===== src/rtl/gray_pkg.sv =====
// rtl/gray_pkg.sv - Gray code helpers and active-low hex segment table
package gray_pkg;

    // Segment patterns are {g,f,e,d,c,b,a}, active low, indexed by hex digit.
    localparam logic [15:0][6:0] SEG_TABLE = {
        7'b0001110, 7'b0000110, 7'b0100001, 7'b1000110,
        7'b0000011, 7'b0001000, 7'b0010000, 7'b0000000,
        7'b1111000, 7'b0000010, 7'b0010010, 7'b0011001,
        7'b0110000, 7'b0100100, 7'b1111001, 7'b1000000
    };

    function automatic logic [15:0] bin2gray(input logic [15:0] b);
        return b ^ (b >> 1);
    endfunction

    function automatic logic [15:0] gray2bin(input logic [15:0] g);
        logic [15:0] b;
        b[15] = g[15];
        for (int i = 14; i >= 0; i--) begin
            b[i] = b[i+1] ^ g[i];
        end
        return b;
    endfunction

endpackage


===== src/rtl/seg7_hex_decoder.sv =====
// rtl/seg7_hex_decoder.sv - combinational hex digit to active-low 7-segment decode
module seg7_hex_decoder
    import gray_pkg::*;
(
    input  logic [3:0] hex,
    output logic [6:0] seg
);

    assign seg = SEG_TABLE[hex];

endmodule


===== src/rtl/gray_counter_display.sv =====
// rtl/gray_counter_display.sv - up/down Gray counter with multiplexed hex display
module gray_counter_display
    import gray_pkg::*;
#(
    parameter int WIDTH    = 4,
    parameter int SCAN_DIV = 1000,
    localparam int DIGITS  = (WIDTH + 3) / 4
) (
    input  logic              clk,
    input  logic              rst_n,
    input  logic              en,
    input  logic              up,
    input  logic              load,
    input  logic [WIDTH-1:0]  load_value,
    output logic [WIDTH-1:0]  gray_out,
    output logic [WIDTH-1:0]  bin_out,
    output logic              wrap,
    output logic [6:0]        seg_out,
    output logic [DIGITS-1:0] dig_sel
);

    localparam int SCAN_W = (SCAN_DIV > 1) ? $clog2(SCAN_DIV) : 1;
    localparam int DIG_W  = (DIGITS > 1) ? $clog2(DIGITS) : 1;
    localparam int PAD_W  = DIGITS * 4;

    logic [WIDTH-1:0]  next_bin;
    logic [WIDTH-1:0]  next_gray;
    logic              next_wrap;
    logic [SCAN_W-1:0] scan_cnt;
    logic              scan_tc;
    logic [DIG_W-1:0]  dig_idx;
    logic [DIG_W-1:0]  dig_next;
    logic [PAD_W-1:0]  gray_pad;
    logic [3:0]        nibble;
    logic [6:0]        seg_next;

    always_comb begin
        next_bin  = bin_out;
        next_wrap = 1'b0;
        if (load) begin
            next_bin = load_value;
        end else if (en) begin
            if (up) begin
                next_bin  = bin_out + 1'b1;
                next_wrap = &bin_out;
            end else begin
                next_bin  = bin_out - 1'b1;
                next_wrap = ~|bin_out;
            end
        end
    end

    assign next_gray = WIDTH'(bin2gray(16'(next_bin)));

    always_ff @(posedge clk or negedge rst_n) begin
        if (!rst_n) begin
            bin_out  <= '0;
            gray_out <= '0;
            wrap     <= 1'b0;
        end else begin
            bin_out  <= next_bin;
            gray_out <= next_gray;
            wrap     <= next_wrap;
        end
    end

    assign scan_tc  = (scan_cnt == SCAN_W'(SCAN_DIV - 1));
    assign dig_next = !scan_tc ? dig_idx :
                      (dig_idx == DIG_W'(DIGITS - 1)) ? '0 : dig_idx + 1'b1;

    // The mux reads the registered Gray value, so the display lags a count by one clock.
    assign gray_pad = PAD_W'(gray_out);

    always_comb begin
        nibble = '0;
        for (int i = 0; i < DIGITS; i++) begin
            if (dig_next == DIG_W'(i)) begin
                nibble = gray_pad[i*4 +: 4];
            end
        end
    end

    seg7_hex_decoder u_dec (
        .hex (nibble),
        .seg (seg_next)
    );

    always_ff @(posedge clk or negedge rst_n) begin
        if (!rst_n) begin
            scan_cnt <= '0;
            dig_idx  <= '0;
            dig_sel  <= ~DIGITS'(1);
            seg_out  <= 7'b1000000;
        end else begin
            scan_cnt <= scan_tc ? '0 : scan_cnt + 1'b1;
            dig_idx  <= dig_next;
            dig_sel  <= ~(DIGITS'(1) << dig_next);
            seg_out  <= seg_next;
        end
    end

endmodule


===== config.mk =====
export PLATFORM = sky130hd
export DESIGN_NAME = gray_counter_display
export DESIGN_NICKNAME = d
export VERILOG_FILES = /design/src/rtl/gray_pkg.sv /design/src/rtl/seg7_hex_decoder.sv /design/src/rtl/gray_counter_display.sv
export SDC_FILE = /design/constraint.sdc
export NUM_CORES = 1
export LEC_CHECK = 0
export BUFFER_PORTS_ARGS = -buffer_cell sky130_fd_sc_hd__buf_2
export CAP_MARGIN = 40
export CORE_UTILIZATION = 50
export DETAILED_ROUTE_END_ITERATION = 10
export GPL_TIMING_DRIVEN = 0
export PLACE_DENSITY_LB_ADDON = 0.15
export SYNTH_ARGS = -nofsm -noshare
export SYNTH_HDL_FRONTEND = slang
export SYNTH_SLANG_ARGS = --single-unit

===== constraint.sdc =====
create_clock -name clk -period 2.7 [get_ports clk]
set_clock_uncertainty 0.1 [all_clocks]
set_input_delay 0.405 -clock clk [delete_from_list [all_inputs] [get_ports clk]]
set_output_delay 0.405 -clock clk [all_outputs]
set_load 0.05 [all_outputs]

==> results <==
- In the layout the commonest cells are 25 x sky130_fd_sc_hd__dfrtp_1, 24 x sky130_fd_sc_hd__buf_2, 10 x sky130_fd_sc_hd__inv_1, 10 x sky130_fd_sc_hd__nor2_1, 9 x sky130_fd_sc_hd__ha_1.
- The number of DRC markers after the initial detailed-route iteration is 21.
- In the final timing run, aggregate negative setup slack is 0 ns.
- Setup slack closes at 0.162 ns.
- In this run the register-to-register setup slack is ~0.16 ns.
- Of the available clock period, the critical path in the final layout requires between 90% and 100%.
- The post-CTS resize count is 0.
- When the netlist entered floorplanning its net count stood at 161.
- The depth of the most critical reg-to-reg path is 9.
- The number of max-cap violations is 0.
- The run finished, with violations left.
- The post-route netlist has about a quarter of its cells at a drive strength greater than 1.
- The delay of the slowest cell on the worst path is roughly 0.40 ns.
- Across the VDD grid, the largest voltage drop is around 340 µV.
- For this run, design rule violations remaining after detail routing come to 5.
- The total count of max-transition violations in the final report came to 0.
- The clock transition at the registers of the reported paths is 0.14 ns.
- The vertical die dimension is between 50 and 60 µm.
- The die extent in x is 56.8 µm.
- The cell type with the highest occurrence count on the critical path is sky130_fd_sc_hd__ha_1.
- The number of H-tree branching levels is 1.
- The worst max-slew margin expressed relative to the limit is between 50 and 60%.
- TritonCTS built the clock tree.
- Leaving out fill and tap cells, the most frequent cell in the layout is sky130_fd_sc_hd__dfrtp_1.
- The root buffer cell chosen for the clock tree is sky130_fd_sc_hd__clkbuf_4.
- The area growth from synthesis to layout is 13.0%.
- Setup repair after global routing left no endpoint under its margin.
- The mean post-synth cell area is about 11 µm².
- The number of buffers inserted during clock tree synthesis is 3.
- The estimated wirelength of the detail-placed design is just over 2000 µm.
- The slowest stage of the critical path belongs to the cell sky130_fd_sc_hd__dfrtp_1.
- The number of instances in the synthesized netlist is 142.
- The share of the core filled with cells is about three fifths.
- The clock latency at the later pin of the worst-skew pair is slightly above 0.3 ns.
- Yosys mapped a number of flops with a built-in enable equal to 0.
- Setup violations remaining at the end of the flow were counted as 0.
- The number of warning messages in the yosys log is 0.
- The effective utilization at floorplan is 53.5%.
- The worst slack at placement is just under 0.09 ns.
- For this design the ratio of total power to cell area is 798 nW/µm².
- The count of nets left with antenna violations once routing finished came out at 0.
- The count of pins on the block boundary is 26.
- Summed over all layers, the global routing overflow is 0.
- The number of buffers on the longest clock path is 2.
- The area fraction of the dominant cell type after synthesis is 41.7%.
- In the final design database the tool counted 191 nets.
- In the post-synthesis netlist, the biggest area contributors are sky130_fd_sc_hd__dfrtp_1 42%, sky130_fd_sc_hd__ha_1 7.5%, sky130_fd_sc_hd__xor2_1 3.5%.
- The routed design has 2630 µm of wire.
- The leakage power is 0.814 nW.
- The pin count of the biggest net entering global routing is 27.
- After detailed placement, the design holds a cell count of 197.
- The number of failing hold endpoints at the final stage is 0.
- The count of unique library cells instantiated by Yosys is 49.
- Summing every instance area after synthesis gives around 1500 µm².
- The total number of placement rows is 19.
- The achievable clock frequency is between 0.3 and 0.4 GHz.
- The number of input and output port buffers inserted is 24.
- In the synthesized netlist the async set-or-reset flop fraction comes to 100%.
- The maximum fanout encountered on the critical timing path is 9.
- The count of cells in the finished layout, fillers not included, comes to between 200 and 250.
- The number of clock sinks is 26.
- In this run the worst hold path is classified as in -> reg.
- The number of antenna diodes in the final layout is 0.
- The post-layout total power is about 1.4 mW.
- sky130_fd_sc_hd__dfrtp_1 takes more of the synthesized area than any other cell.
- Counting the fill cells in the layout gives 254.
- The primary flip-flop cell chosen by synthesis mapping is sky130_fd_sc_hd__dfrtp_1.
- The wire length per cell after detailed routing is ~13 µm.
- The multi-input combinational cells in the finished layout cover a total of slightly below 800 µm².
- The post-synthesis register bit count is 26.
- The initial antenna violation count is 0.
- The worst setup path is launched from a flip-flop.
- The number of global-route vias before repair is 1,025.
- The count of cells along the worst hold path is 3.
- The worst path required time is between 2 and 3 ns.
- The die area is roughly 3200 µm².
- The sequential fraction of the synthesis area is 43.5%.
- The final route contains between 1,000 and 1,500 vias.
- The area of the core is roughly 2800 µm².
- The type of the worst setup path is reg -> reg.
- The detailed-route vias per instance is 5.38.
- The slew at the pin closest to its max-slew limit is between 0.6 and 0.7 ns.
- The checks that failed: DRC.
- The final critical path time including I/O delays and setup is 2.54 ns.
- The wire length of the first global-routing pass is roughly 4400 µm.
- Before antenna repair, the detailed router went through 7 iterations.
- At the worst endpoint, the arrival time is around 2.6 ns.
- Walking the worst path, the cells encountered are ha_1 -> nand2b_4 -> o31ai_4 -> and2_2 -> inv_1 -> ha_1 -> and3_1 -> a311oi_1 -> o21ai_0.
- The global-route total usage across every layer is between 15 and 20%.
- The type of element capturing the critical path is a flip-flop.
- The last weighted congestion value of the routability-driven placer is 0.792.
- The total area of sequential cells is about 650 µm².
kinds of logic (layout without fill, tap and decap cells):
logic type               Yosys count  after routing  synth area share, %
AO/OA/AOI/OAI                     25             25                 11.9
buffers and inverters             16             45                 5.00
AND/OR/NAND/NOR                   49             49                 20.1
XOR/XNOR                          11             11                 6.42
multiplexers                       5              5                 4.25
adder cells (fa/ha/maj)           10             10                 8.84
flip-flops                        26             26                 43.5
power by group:
group	internal [mW]	total, mW	switching (mW)
Clock	0.0576	0.164	0.107
Combinational	0.201	0.681	0.480
Sequential	0.467	0.507	0.0401
worst max-delay path: cells and delay by family, from the launching register on:
kind	cells	cell delay (ns)
simple gates	3	0.57
buf+inv	1	0.09
compound gates	3	0.72
flops	1	0.40
fa+ha+maj	2	0.54
Yosys cell counts (all sizes together), types with 2 or more instances:
cell type,count
nor2b,4
xnor2,5
nand2,8
o21ai,6
ha,9
and3,4
nor2,10
a21o,2
nor3,2
dfrtp,25
clkbuf,4
nand4,2
buf,2
and2,3
mux2i,3
xor2,6
inv,10
nor3b,3
nand3,4
a21oi,6
per-stage QoR:
stage	hold WS, ns	area, µm²
after floorplan	0.00941	1500
after global placement	0.318	1660
after detailed placement	0.325	1660
after CTS	0.261	1700
after global routing	0.259	1700
final	0.264	1700
final cells by class:
type / instances / area share (%)
timing repair buffer: 25 / 7.68
clock buffer: 4 / 1.55
tap: 31 / 2.29
inverter: 10 / 2.21
multi-input combinational: 100 / 45.6
sequential: 26 / 38.5
buffer: 6 / 2.21
registers in the layout, indices dropped and copies added (netlist names):
register  flops
scan_cnt     10
seg_out       7
bin_out       4
gray_out      3
dig_idx       1
wrap          1
timing repair:
| item | 4_1_cts | 5_1_grt |
|---|---|---|
| setup buffers | 0 | 0 |
| hold buffers | 1 | 0 |
| endpoints found under the setup margin | 0 | 1 |
| endpoints found under the hold margin | 25 | 0 |
per-layer routing:
| layer | GRT usage [%] | routed length (µm) | part of all wire, % | vias to the layer above |
|---|---|---|---|---|
| met4 | 5.23 | 22 | 0.84 | 0 |
| met5 | 0 | 0 | 0 | - |
| met3 | 2.07 | 67 | 2.5 | 2 |
| met1 | 20.7 | 1160 | 44 | 510 |
| met2 | 33.3 | 1380 | 52 | 22 |
| li1 | - | - | - | 552 |
final timing paths:
path / from / to
hold reg to reg: scan_cnt[0] / scan_cnt[0]
setup reg to reg: scan_cnt[0] / seg_out[0]
setup / recovery: scan_cnt[0] / seg_out[0]
min in group asynchronous: rst_n / seg_out[0]
max in group asynchronous: rst_n / seg_out[6]
hold / removal: load_value[3] / bin_out[3]
Power figures use the tool's default switching activity.
